## src/rtl/seq_adder_ctrl_pkg.sv

```systemverilog
// Shared definitions for the sequential (chunked) adder controller.
//   state_e      : FSM state encoding (IDLE=0, CALC=1, DONE=2)
//   DEF_WIDTH    : default operand width
//   DEF_CHUNK    : default adder slice width
//   idx_width()  : bit width of the chunk index for a given chunk count
package seq_adder_ctrl_pkg;

  typedef enum logic [1:0] {
    ST_IDLE = 2'd0,
    ST_CALC = 2'd1,
    ST_DONE = 2'd2
  } state_e;

  localparam int DEF_WIDTH = 32;
  localparam int DEF_CHUNK = 8;

  // A single chunk still needs a 1-bit index register.
  function automatic int idx_width(input int nchunk);
    return (nchunk > 1) ? $clog2(nchunk) : 1;
  endfunction

endpackage

```

## src/rtl/seq_adder_ctrl_chunk_adder.sv

```systemverilog
// chunk_adder: W-bit ripple-carry adder with carry-in.
//   a_i, b_i : W-bit addends
//   carry_i  : carry into bit 0
//   sum_o    : W+1-bit result, MSB is the carry-out
module chunk_adder #(
  parameter int W = 8
) (
  input  logic [W-1:0] a_i,
  input  logic [W-1:0] b_i,
  input  logic         carry_i,
  output logic [W:0]   sum_o
);

  logic [W-1:0] s_w;
  logic         c_w;

  always_comb begin
    c_w = carry_i;
    s_w = '0;
    for (int i = 0; i < W; i++) begin
      s_w[i] = a_i[i] ^ b_i[i] ^ c_w;
      c_w    = (a_i[i] & b_i[i]) | (c_w & (a_i[i] ^ b_i[i]));
    end
  end

  assign sum_o = {c_w, s_w};

endmodule

```

## src/rtl/seq_adder_ctrl.sv

```systemverilog
// seq_adder_ctrl: adds two WIDTH-bit unsigned operands one CHUNK-bit slice
// per cycle through a single chunk_adder.
//   clk, rst_n          : clock, async active-low reset
//   in_valid / in_ready : operand handshake (a, b)
//   out_valid/out_ready : result handshake (sum, WIDTH+1 bits, MSB = carry)
//   busy                : high whenever the FSM is not in IDLE
//
// state | meaning
// IDLE  | waiting for operands, in_ready high
// CALC  | adding slice idx, one slice per cycle
// DONE  | result held on sum until out_ready
module seq_adder_ctrl
  import seq_adder_ctrl_pkg::*;
#(
  parameter int WIDTH = DEF_WIDTH,
  parameter int CHUNK = DEF_CHUNK
) (
  input  logic             clk,
  input  logic             rst_n,
  input  logic             in_valid,
  output logic             in_ready,
  input  logic [WIDTH-1:0] a,
  input  logic [WIDTH-1:0] b,
  output logic             out_valid,
  input  logic             out_ready,
  output logic [WIDTH:0]   sum,
  output logic             busy
);

  localparam int NCHUNK = (CHUNK < 1) ? 1 : WIDTH / CHUNK;
  localparam int IDXW   = idx_width(NCHUNK);
  localparam int RW     = WIDTH + 1;
  localparam logic [IDXW-1:0] IDX_LAST   = IDXW'(NCHUNK - 1);
  localparam logic [RW-1:0]   SLICE_MASK = RW'({CHUNK{1'b1}});

  if (CHUNK < 1) begin : g_bad_chunk
    $error("seq_adder_ctrl: CHUNK must be at least 1");
  end else if ((WIDTH % CHUNK) != 0) begin : g_bad_width
    $error("seq_adder_ctrl: WIDTH must be a multiple of CHUNK");
  end

  state_e            state_q, state_d;
  logic [IDXW-1:0]   idx_q, idx_d;
  logic              carry_q, carry_d;
  logic [WIDTH-1:0]  a_q, a_d, b_q, b_d;
  logic [RW-1:0]     res_q, res_d;
  logic              alive_q;

  int                off_w;
  logic [CHUNK-1:0]  a_sl_w, b_sl_w;
  logic [CHUNK:0]    add_w;

  assign off_w  = int'(idx_q) * CHUNK;
  assign a_sl_w = CHUNK'(a_q >> off_w);
  assign b_sl_w = CHUNK'(b_q >> off_w);

  chunk_adder #(.W(CHUNK)) u_chunk_adder (
    .a_i    (a_sl_w),
    .b_i    (b_sl_w),
    .carry_i(carry_q),
    .sum_o  (add_w)
  );

  // alive_q keeps in_ready low until the first edge after reset release.
  always_ff @(posedge clk or negedge rst_n) begin
    if (!rst_n) begin
      state_q <= ST_IDLE;
      idx_q   <= '0;
      carry_q <= 1'b0;
      a_q     <= '0;
      b_q     <= '0;
      res_q   <= '0;
      alive_q <= 1'b0;
    end else begin
      state_q <= state_d;
      idx_q   <= idx_d;
      carry_q <= carry_d;
      a_q     <= a_d;
      b_q     <= b_d;
      res_q   <= res_d;
      alive_q <= 1'b1;
    end
  end

  always_comb begin
    state_d = state_q;
    idx_d   = idx_q;
    carry_d = carry_q;
    a_d     = a_q;
    b_d     = b_q;
    res_d   = res_q;
    unique case (state_q)
      ST_IDLE: begin
        if (in_valid && alive_q) begin
          a_d     = a;
          b_d     = b;
          carry_d = 1'b0;
          idx_d   = '0;
          state_d = ST_CALC;
        end
      end
      ST_CALC: begin
        res_d   = (res_q & ~(SLICE_MASK << off_w)) |
                  (RW'(add_w[CHUNK-1:0]) << off_w);
        carry_d = add_w[CHUNK];
        if (idx_q == IDX_LAST) begin
          res_d[WIDTH] = add_w[CHUNK];
          state_d      = ST_DONE;
        end else begin
          idx_d = idx_q + IDXW'(1);
        end
      end
      ST_DONE: begin
        if (out_ready) begin
          state_d = ST_IDLE;
        end
      end
      default: state_d = ST_IDLE;
    endcase
  end

  assign in_ready  = alive_q && (state_q == ST_IDLE);
  assign out_valid = (state_q == ST_DONE);
  assign busy      = (state_q != ST_IDLE);
  assign sum       = res_q;

endmodule

```

## config.mk

```make
export PLATFORM = sky130hd
export DESIGN_NAME = seq_adder_ctrl
export DESIGN_NICKNAME = d
export VERILOG_FILES = /design/src/rtl/seq_adder_ctrl_pkg.sv /design/src/rtl/seq_adder_ctrl_chunk_adder.sv /design/src/rtl/seq_adder_ctrl.sv
export SDC_FILE = /design/constraint.sdc
export NUM_CORES = 1
export LEC_CHECK = 0
export BUFFER_PORTS_ARGS = -buffer_cell sky130_fd_sc_hd__buf_2
export CORE_MARGIN = 8
export CORE_UTILIZATION = 54
export CTS_CLUSTER_SIZE = 10
export DETAILED_ROUTE_END_ITERATION = 7
export GPL_TIMING_DRIVEN = 0
export PLACE_DENSITY_LB_ADDON = 0.08
export SETUP_SLACK_MARGIN = 0.5
export SYNTH_ARGS = -nofsm -noshare
export SYNTH_HDL_FRONTEND = slang
export SYNTH_SLANG_ARGS = --single-unit
```

## constraint.sdc

```tcl
create_clock -name clk -period 5 [get_ports clk]
set_clock_uncertainty 0.1 [all_clocks]
set_input_delay 0.25 -clock clk [delete_from_list [all_inputs] [get_ports clk]]
set_output_delay 0.25 -clock clk [all_outputs]
set_load 0.05 [all_outputs]
```

==> results of run 1 <==
-- synthesized netlist by cell type, drive strengths merged --
library cell,number,area (um2)
dfrtp,103,2580
mux2,64,867
a22o,20,175
mux4,16,360
inv,15,56.3
buf,12,134
o2bb2ai,10,87.6
fa,8,160
nand2,8,30.0
o21ai,6,30.0
ha,4,50.1
nand3,4,20.0
nor3,4,25.0
clkbuf,2,7.51
nor2,2,7.51
and2b,1,7.51
and4bb,1,16.3
conb,1,3.75
nand2b,1,6.26
nand3b,1,7.51
o21bai,1,7.51
o22ai,1,6.26
or2,1,6.26
or2b,1,7.51
or3,1,6.26
-- sequential cells by signal, summed over array words and instances, names as in the netlist --
signal   cells
sum         33
idx_q        2
alive_q      1
state_q      2
b_q         32
carry_q      1
a_q         32
-- area by class of cell --
type	instances	share of cell area, %
Buffer	14	2.90
Clock inverter	6	0.735
Inverter	15	0.973
Clock buffer	10	2.38
Sequential cell	103	44.6
Multi-Input combinational cell	156	33.1
Timing Repair Buffer	126	13.0
Tap cell	108	2.34
-- cell families after synthesis --
family	after synthesis	synth area share [%]
compound gates	38	6.57
fa+ha+maj	12	4.51
buf+inv	29	4.24
flops	103	55.3
mux	80	26.3
other cells	1	0.0804
simple gates	25	3.01
-- worst max path at each step --
stage	startpoint	end	depth (start not counted)
final	idx_q[0]	sum[23]	16
after global routing	idx_q[0]	sum[23]	16
after CTS	idx_q[0]	sum[31]	16
after detailed placement	idx_q[0]	sum[31]	16
after global placement	idx_q[1]	sum[31]	16
after floorplan	idx_q[0]	sum[31]	16
-- worst reg2reg max path, delay by kind of cell (launching register included) --
kind | cells | cell delay (ps)
adder cells (fa/ha/maj) | 8 | 2610
multiplexers | 1 | 530
buffers and inverters | 6 | 440
flip-flops | 1 | 430
AO/OA/AOI/OAI | 1 | 160
-- where the power goes --
group / internal (mW) / leakage (nW) / switching, mW
Clock: 0.197 / 0.0891 / 0.292
Combinational: 1.21 / 1.41 / 1.52
Sequential: 1.25 / 1.25 / 0.230
-- per-layer routing --
layer / track usage [%] / up-vias / wire length [um]
met1: 24.3 / 1442 / 4360
met5: 0 / - / 0
li1: - / 1323 / -
met2: 29.4 / 85 / 5140
met4: 6.65 / 0 / 156
met3: 5.02 / 12 / 760
-- timing repair --
action,in CTS,in global routing
gates resized for setup,11,9
cloned,0,0
endpoints found under the setup margin,8,4
hold endpoints to repair,64,13
buffers inserted,2,1
hold buffers,6,13
pin swaps,0,4
-- stage by stage --
| stage | worst slack [ps] | util, % | area [um2] |
|---|---|---|---|
| floorplan | 599 | - | 4660 |
| global placement | 232 | 62.1 | 5310 |
| detailed placement | 147 | 62.4 | 5340 |
| CTS | 516 | 65.7 | 5620 |
| global route | 515 | 67.7 | 5790 |
| finish | 672 | 67.7 | 5790 |
==> key figures, run 1 <==
Clock network
  – H-Tree Level Count: 3
  – Sink count of the clock tree: 103
  – Number of buffers created by CTS: 9
  – Maximum clock insertion buffer count: 2
  – Clock transition at path regs: 100 ps
  – Root Buffer Master: clkbuf_8
  – Clock tree from TritonCTS: done
  – Worst-skew pair later-pin latency: 370 ps

STA
  – Number of slew-limit violations in the final report: 0
  – Setup repair after global routing missed its margin: false
  – Max-slew headroom at the worst pin: 48.9%
  – Sum of negative setup slack: 0 ps
  – Hold violation total from the final report: 0
  – Post-route worst hold slack: 11.8 ps
  – Pin slew with the least headroom to its limit: 767 ps
  – Period Utilization, post-route: 86.6%
  – Max Fclk: 231 MHz
  – Fin crit period: about 4300 ps
  – Setup violation total in the final timing report: 0

Hold path
  – Depth of the worst hold-timing path: 2
  – Hold path startpoint: b[27]
  – Hold crit path type: in -> reg
  – Hold path endpoint: b_q[27]

Power and ir drop
  – Max IR drop VDD: 0.580 mV
  – Leakage dissipation: 2.74 nW
  – Power Total: 4.69 mW
  – Pwr per Cell Area: 811 mW/mm2

Routing
  – Average detailed-routed wire length per instance: 19.3 um
  – Total wirelength of the detailed-routed design: 10.4 mm
  – Number of antenna-violating nets in the routed design: 0
  – Number of optimization iterations in the first detailed-route pass: 6
  – Detailed router's first-iteration violation count: between 50 and 60
  – DRC violations left: 0
  – Via count: about 2900
  – Via density per instance: 5.32

Synth
  – Mean post-synth cell area: 16.2 um2
  – Number of unique standard cell types used by synthesis: 30
  – Sequential area share after synthesis: 55.3%
  – Total nets after synthesis: about 370
  – Syn. warnings: 0
  – Post-synthesis sequential element count: between 100 and 150
  – Cells after Synth: 288
  – Cell area after technology mapping: 0.00466 mm2

Floorplan
  – Width of the die: 109 um
  – Die extent in y: 109 um
  – Placement row count: 34
  – Number of ports placed on the die boundary: 104
  – Starting density of the core: between 50% and 60%
  – CORE AREA: 0.00855 mm2
  – Die area: about 0.012 mm2

Setup path
  – Worst r2r src: idx_q[0]
  – Startpoint type of the worst setup path: flop
  – Most common cell type on the critical path: fa_2
  – Maximum cell stage delay along the critical path: between 500 and 600 ps
  – Type of destination of the critical path: flop
  – Cell with the largest stage delay on the worst path: mux4_2
  – CP Cell Sequence: buf_12 -> mux4_2 -> fa_2 -> fa_2 -> inv_2 -> fa_2 -> inv_1 -> fa_2 -> fa_1 -> inv_1 -> fa_1 -> inv_1 -> fa_1 -> inv_1 -> fa_2 -> o2bb2ai_1
  – Endpoint arrival time on the critical path: 4520 ps
  – Reg-to-reg setup timing slack: roughly 670 ps
  – CP Data Required Time: 5190 ps
  – Critical path class: reg -> reg
  – Capturing point of the worst reg2reg path: sum[23]
  – Worst reg-to-reg path cell count: 16
  – Critical-path maximum fanout: 4
  – Count of buffer and inverter cells on the critical path: 6
  – Worst path top cell family by delay: adder cells

Layout
  – Multi-input combinational cell area: 0.00192 mm2
  – Most common cell after layout, fill and taps aside: buf_2
  – Sequential Area: 0.00258 mm2
  – Layout cell share with drive strength beyond 1: 53.3%
  – Total inserted antenna cells: 0
  – Most frequent cells in the layout: buf_2 (105), dfrtp_1 (102), mux2_4 (39), mux2_2 (25), a22o_1 (20)
  – Total of fill cells in the finished design: approximately 650
  – Layout Cells excl Fill: approximately 540
  – Area overhead of the layout relative to synthesis: 24.1%
  – Number of nets at the end of the flow: ~510

Placement
  – Placed Cells incl. Taps: 500
  – Input/output buffers: approximately 100
  – Post-detail-place hpwl: roughly 7.6 mm
  – Global placer's final weighted congestion: 0.772

Global routing
  – Antenna violations before repair: 0
  – Largest net degree at the start of global routing: between 60 and 70
  – Tot GR Track Use: 18.6%
  – Number of global-route vias before repair: 3170
  – Wire length of the first global-routing pass: between 15 and 20 mm
  – GRT overflow: 0

Outcome
  – Outcome: finished, final reports clean

Run
  – Number of max-cap violations: 0
Note: power is estimated with default switching activity, not from simulation.
==> run 2, diff against run 1 <==
- REMOVE_ABC_BUFFERS: unset -> 1
==> run 2 against run 1 <==
Against the previous run:
- combinational power shrank 4%
- critical path depth down 1
- count of clock-buffer cells in the layout rose by 1
- wire length fell by 4.6%
- cell count increased by 0.19%
- sequential share of layout area decreased by 0.17 points
- power fell by 0.55%
- largest cell class unchanged
- largest power group unchanged
==> key figures, run 2 (same netlist as run 1, synthesis figures left out) <==
Outcome
  – Outcome: finished, final reports clean

Layout
  – Flip-flop count of the largest register after layout: 33
  – Most frequent cells in the layout: buf_2 (102), dfrtp_1 (101), mux2_4 (39), dlygate4sd3_1 (33), mux2_2 (25)
  – Area overhead of the layout relative to synthesis: 24.8%
  – Number of nets at the end of the flow: 506
  – Total inserted antenna cells: 0
  – Final cell area excluding filler cells: 0.00582 mm2
  – Most common cell after layout, fill and taps aside: buf_2
  – Layout cell share with drive strength beyond 1: 50.6%

Power and ir drop
  – Part of the power in the clock network: 11.7%
  – Max IR drop VDD: 0.338 mV
  – Sequential Power Share: 32.4%
  – Net switching component of the power: 1.99 mW
  – Pwr per Cell Area: about 800 mW/mm2
  – Leakage dissipation: 2.74 nW
  – Net switching fraction of the power: 42.7%
  – Share of power burned in combinational logic: between 50% and 60%
  – Internal Pwr Total: 2.67 mW

Routing
  – Average detailed-routed wire length per instance: between 15 and 20 um
  – DRC violations left: 0
  – Detailed router's first-iteration violation count: 99
  – Via count: around 2900
  – Number of antenna-violating nets in the routed design: 0
  – Number of optimization iterations in the first detailed-route pass: 4
  – Total wirelength of the detailed-routed design: roughly 10 mm
  – Via density per instance: between 5 and 6

Floorplan
  – Number of ports placed on the die boundary: 104
  – Placement row count: 34
  – Starting density of the core: 54.5%
  – CORE AREA: around 0.0086 mm2
  – Die extent in y: 109 um
  – Width of the die: 109 um
  – Die area: around 0.012 mm2

Placement
  – Global placer's final weighted congestion: approximately 0.74
  – Post-detail-place hpwl: 6.80 mm
  – Input/output buffers: 103
  – Cell area after placement: approximately 0.0052 mm2
  – Placement Setup Slack: -527 ps

Global routing
  – Largest net degree at the start of global routing: 67
  – Wire length of the first global-routing pass: 16.3 mm
  – GRT overflow: 0
  – Antenna violations before repair: 0
  – Number of global-route vias before repair: 3212
  – Tot GR Track Use: ~18%

Setup path
  – Maximum cell stage delay along the critical path: approximately 540 ps
  – Startpoint type of the worst setup path: flop
  – Endpoint arrival time on the critical path: 4470 ps
  – Worst path top cell family by delay: adder cells
  – Count of buffer and inverter cells on the critical path: 5
  – Critical-path maximum fanout: 4
  – Type of destination of the critical path: flop
  – CP Data Required Time: 5190 ps
  – Most common cell type on the critical path: fa_2
  – Cell with the largest stage delay on the worst path: mux4_2
  – Critical path class: reg -> reg
  – CP Cell Sequence: mux4_2 -> fa_2 -> fa_1 -> inv_1 -> fa_1 -> inv_1 -> fa_2 -> fa_2 -> inv_1 -> fa_1 -> inv_1 -> fa_2 -> inv_2 -> fa_2 -> o2bb2ai_2

Run
  – Number of max-cap violations: 0

Clock network
  – Maximum clock insertion buffer count: 2
  – H-Tree Level Count: 3
  – Sink count of the clock tree: 103
  – Number of buffers created by CTS: 9
  – Worst-skew pair later-pin latency: 370 ps
  – Clock tree from TritonCTS: done
  – Root Buffer Master: clkbuf_8
  – Clock transition at path regs: 100 ps

STA
  – Max Fclk: 233 MHz
  – Pin slew with the least headroom to its limit: 1260 ps
  – Setup repair after global routing missed its margin: false
  – Fin crit period: 4280 ps
  – Number of slew-limit violations in the final report: 0
  – Setup violation total in the final timing report: 0
  – Hold violation total from the final report: 0
  – Period Utilization, post-route: 85.7%
  – Final critical-path setup slack: about 700 ps
  – Max-slew headroom at the worst pin: 16.1%

Hold path
  – Hold crit path type: in -> reg
## run 2: cell count changes in the layout (fill, tap and decap cells not counted), sizes merged
cell         before  now
dlygate4sd3      19   33
inv              17   16
buf             120  108
bufinv            0    1
clkinvlp          2    1
## run 2: what timing repair did
action / in CTS / in global routing
hold buffers: 32 / 1
endpoints found under the setup margin: 18 / 4
gates cloned: 0 / 0
gates resized for setup: 6 / 8
buffers inserted: 4 / 0
hold endpoints to repair: 83 / 1
pin swaps: 0 / 4
## run 2: final cells by class
type	count	area, um2
inverter	15	56.3
tap	108	135
multi-input combinational	156	1920
timing repair buffer	141	913
fill	653	2730
clock inverter	5	63.8
sequential	103	2580
clock buffer	11	151
## run 2: power by group through the flow
stage	registers (mW)	clock network, mW	logic, mW
final	1.51	0.546	2.61
after global routing	1.57	0.592	2.83
after CTS	1.51	0.563	2.57
after detailed placement	1.57	0	2.44
after global placement	1.56	0	2.40
after floorplan	1.89	0	1.43
## run 2: worst paths after layout
| kind | cells past startpoint | slack, ps | start | end |
|---|---|---|---|---|
| worst max-delay path | 15 | 720 | idx_q[0] | sum[15] |
| max in group asynchronous | 3 | 3740 | rst_n | b_q[3] |
| worst max register to register | 15 | 720 | idx_q[0] | sum[15] |
| min in group asynchronous | 2 | 370 | rst_n | state_q[0] |
| worst min register to register | 2 | 390 | sum[26] | sum[26] |
| worst min-delay path | 2 | 20 | a[26] | a_q[26] |
## run 2: worst reg2reg max path: cells and delay by family (launching register included)
kind / cells / cell delay [ps]
adders and majority gates: 8 / 2560
AOI/OAI and AO/OA: 1 / 160
DFF: 1 / 490
muxes: 1 / 550
buffers and inverters: 5 / 350
## run 2: stage by stage
stage | total power, mW | hold slack [ps] | utilization [%] | setup TNS (ps) | std cells
2_1_floorplan | 3.32 | -146 | - | 0 | 274
3_3_place_gp | 3.96 | 360 | 60.5 | -3050 | 485
3_5_place_dp | 4.01 | 239 | 60.8 | -3170 | 486
4_1_cts | 4.65 | 0.715 | 67.7 | 0 | 538
5_1_grt | 4.99 | 2.73 | 68.1 | 0 | 539
6_report | 4.66 | 16.1 | 68.1 | 0 | 539
## run 2: per-layer routing
layer | GRT usage, % | share of wire, % | routed length (um) | up-vias
met5 | 0 | 0 | 0 | -
met3 | 4.67 | 6.9 | 687 | 11
met1 | 24.0 | 44 | 4390 | 1445
met4 | 6.26 | 1.5 | 144 | 0
li1 | - | - | - | 1322
met2 | 27.8 | 47 | 4700 | 94
==> run 3, diff against run 2 <==
==> constraint.sdc (replaced) <==
create_clock -name clk -period 5 [get_ports clk]
set_clock_uncertainty 0.1 [all_clocks]
set_input_delay 1 -clock clk [delete_from_list [all_inputs] [get_ports clk]]
set_output_delay 1 -clock clk [all_outputs]
set_load 0.05 [all_outputs]
==> run 3 against run 2 <==
Against the previous run:
- die area unchanged
- critical path depth unchanged
- register-to-register slack about the same
- final area down 5.7%
- global-route usage down 0.51 points
- wire length down 3.1%
- highest routed layer unchanged
==> key figures, run 3 (same netlist as run 1, synthesis figures left out) <==
Layout
  – Layout Cells excl Fill: 506
  – Total of fill cells in the finished design: 681
  – Flip-flop count of the largest register after layout: 33
  – Number of nets at the end of the flow: 473
  – Layout cell share with drive strength beyond 1: 54.8%
  – Area overhead of the layout relative to synthesis: 17.8%
  – Total inserted antenna cells: 0
  – Most common cell after layout, fill and taps aside: buf_2
  – Final cell area excluding filler cells: approximately 0.0055 mm2
  – Most frequent cells in the layout: buf_2 (102), dfrtp_1 (101), mux2_4 (39), mux2_2 (25), a22o_1 (20)

Global routing
  – Tot GR Track Use: between 10% and 20%
  – GRT met1 Usage: between 20% and 30%
  – Routing layer with the top usage in global route: met2
  – Wire length of the first global-routing pass: 15.8 mm
  – Antenna violations before repair: 0
  – Number of global-route vias before repair: 3069
  – GRT overflow: 0
  – Met2 usage: 26.1%
  – Largest net degree at the start of global routing: 67
  – Global Route met3 Usage: approximately 4.6%

Clock network
  – Clock tree from TritonCTS: done
  – Worst-skew pair later-pin latency: 370 ps
  – H-Tree Level Count: 3
  – Number of buffers created by CTS: 9
  – Sink count of the clock tree: 103
  – Root Buffer Master: clkbuf_8
  – Maximum clock insertion buffer count: 2
  – Clock transition at path regs: 100 ps

Routing
  – DRC violations left: 0
  – Via count: between 2000 and 3000
  – Number of antenna-violating nets in the routed design: 0
  – Via density per instance: 5.38
  – Detailed router's first-iteration violation count: 105
  – Total wirelength of the detailed-routed design: 9.62 mm
  – Average detailed-routed wire length per instance: 19.0 um
  – Number of optimization iterations in the first detailed-route pass: 4

Floorplan
  – Starting density of the core: a little over half
  – Die extent in y: 109 um
  – Placement row count: 34
  – Die area: between 0.01 and 0.015 mm2
  – Width of the die: between 100 and 150 um
  – Number of ports placed on the die boundary: 104
  – CORE AREA: approximately 0.0086 mm2

STA
  – Setup repair after global routing missed its margin: false
  – Max Fclk: 234 MHz
  – Fin crit period: 4280 ps
  – Pin slew with the least headroom to its limit: 1250 ps
  – Setup violation total in the final timing report: 0
  – Final critical-path setup slack: 719 ps
  – Max-slew headroom at the worst pin: 16.7%
  – Period Utilization, post-route: 85.6%
  – Hold violation total from the final report: 0
  – Number of slew-limit violations in the final report: 0

Placement
  – Placement Setup Slack: -527 ps
  – Input/output buffers: about 100
  – Cell area after placement: 0.00520 mm2
  – Placed Cells incl. Taps: 486
  – Global placer's final weighted congestion: 0.743
  – Post-detail-place hpwl: just under 7 mm

Setup path
  – Critical-path maximum fanout: 4
  – Endpoint arrival time on the critical path: around 4500 ps
  – Startpoint type of the worst setup path: flop
  – Type of destination of the critical path: flop
  – Crit. Startpoint: idx_q[0]
  – CP Data Required Time: 5190 ps
  – Worst r2r src: idx_q[0]
  – Critical path class: reg -> reg

Run
  – Number of max-cap violations: 0

Hold path
  – Hold path startpoint: sum[32]
  – Hold crit path type: reg -> reg

Outcome
  – Outcome: finished, final reports clean
run 3: changes by cell type in the layout (fill, tap and decap cells not counted), sizes merged:
cell         before  now
dlygate4sd3      33    0
run 3: area by class of cell:
cell class | count | area [um2] | share of cell area, %
sequential | 103 | 2580 | 47.1
tap | 108 | 135 | 2.46
clock inverter | 5 | 63.8 | 1.16
clock buffer | 11 | 151 | 2.76
inverter | 15 | 56.3 | 1.03
timing repair buffer | 108 | 583 | 10.6
multi-input combinational | 156 | 1920 | 34.9
run 3: final timing paths:
check                           depth (start not counted)  endpoint  slack (ps)
worst max register to register                         15   sum[15]         720
worst max-delay path                                   15   sum[15]         720
min in group asynchronous                               1    a_q[7]         560
worst min register to register                          2   sum[32]         380
max in group asynchronous                               2   sum[15]        3550
worst min-delay path                                    2   sum[32]         380
run 3: critical path, cell delays in order (launching register included):
cell and delay (ps):
dfrtp_4 490, mux4_2 540, fa_2 400, fa_1 360, inv_1 80, fa_1 160, inv_1 50, fa_2 340
fa_2 320, inv_1 70, fa_1 150, inv_1 60, fa_2 330, inv_2 80, fa_2 500, o2bb2ai_2 160
run 3: metrics by stage:
step / setup TNS, ps / hold slack (ps) / util [%]
5_1_grt: 0 / 404 / 64.2
3_3_place_gp: -3050 / 360 / 60.5
4_1_cts: 0 / 390 / 63.9
2_1_floorplan: 0 / 375 / -
6_report: 0 / 383 / 64.2
3_5_place_dp: -3170 / 365 / 60.8
run 3: repair_timing:
item                                   4_1_cts  5_1_grt
hold buffers                                 0        0
setup endpoints to repair                   18        4
buffers inserted                             4        0
endpoints found under the hold margin        0        0
cloned                                       0        0
pin swaps                                    0        4
gates resized for setup                      6        8
run 3: layer usage:
| metal | part of all wire [%] | wire (um) |
|---|---|---|
| met5 | 0 | 0 |
| met4 | 1.3 | 127 |
| met3 | 6.7 | 643 |
| met2 | 46 | 4420 |
| met1 | 46 | 4420 |
Power of run 3 is left out: the tool's default activity adds up to more than one toggle a clock period on the data nets, which glitch-free logic cannot reach.
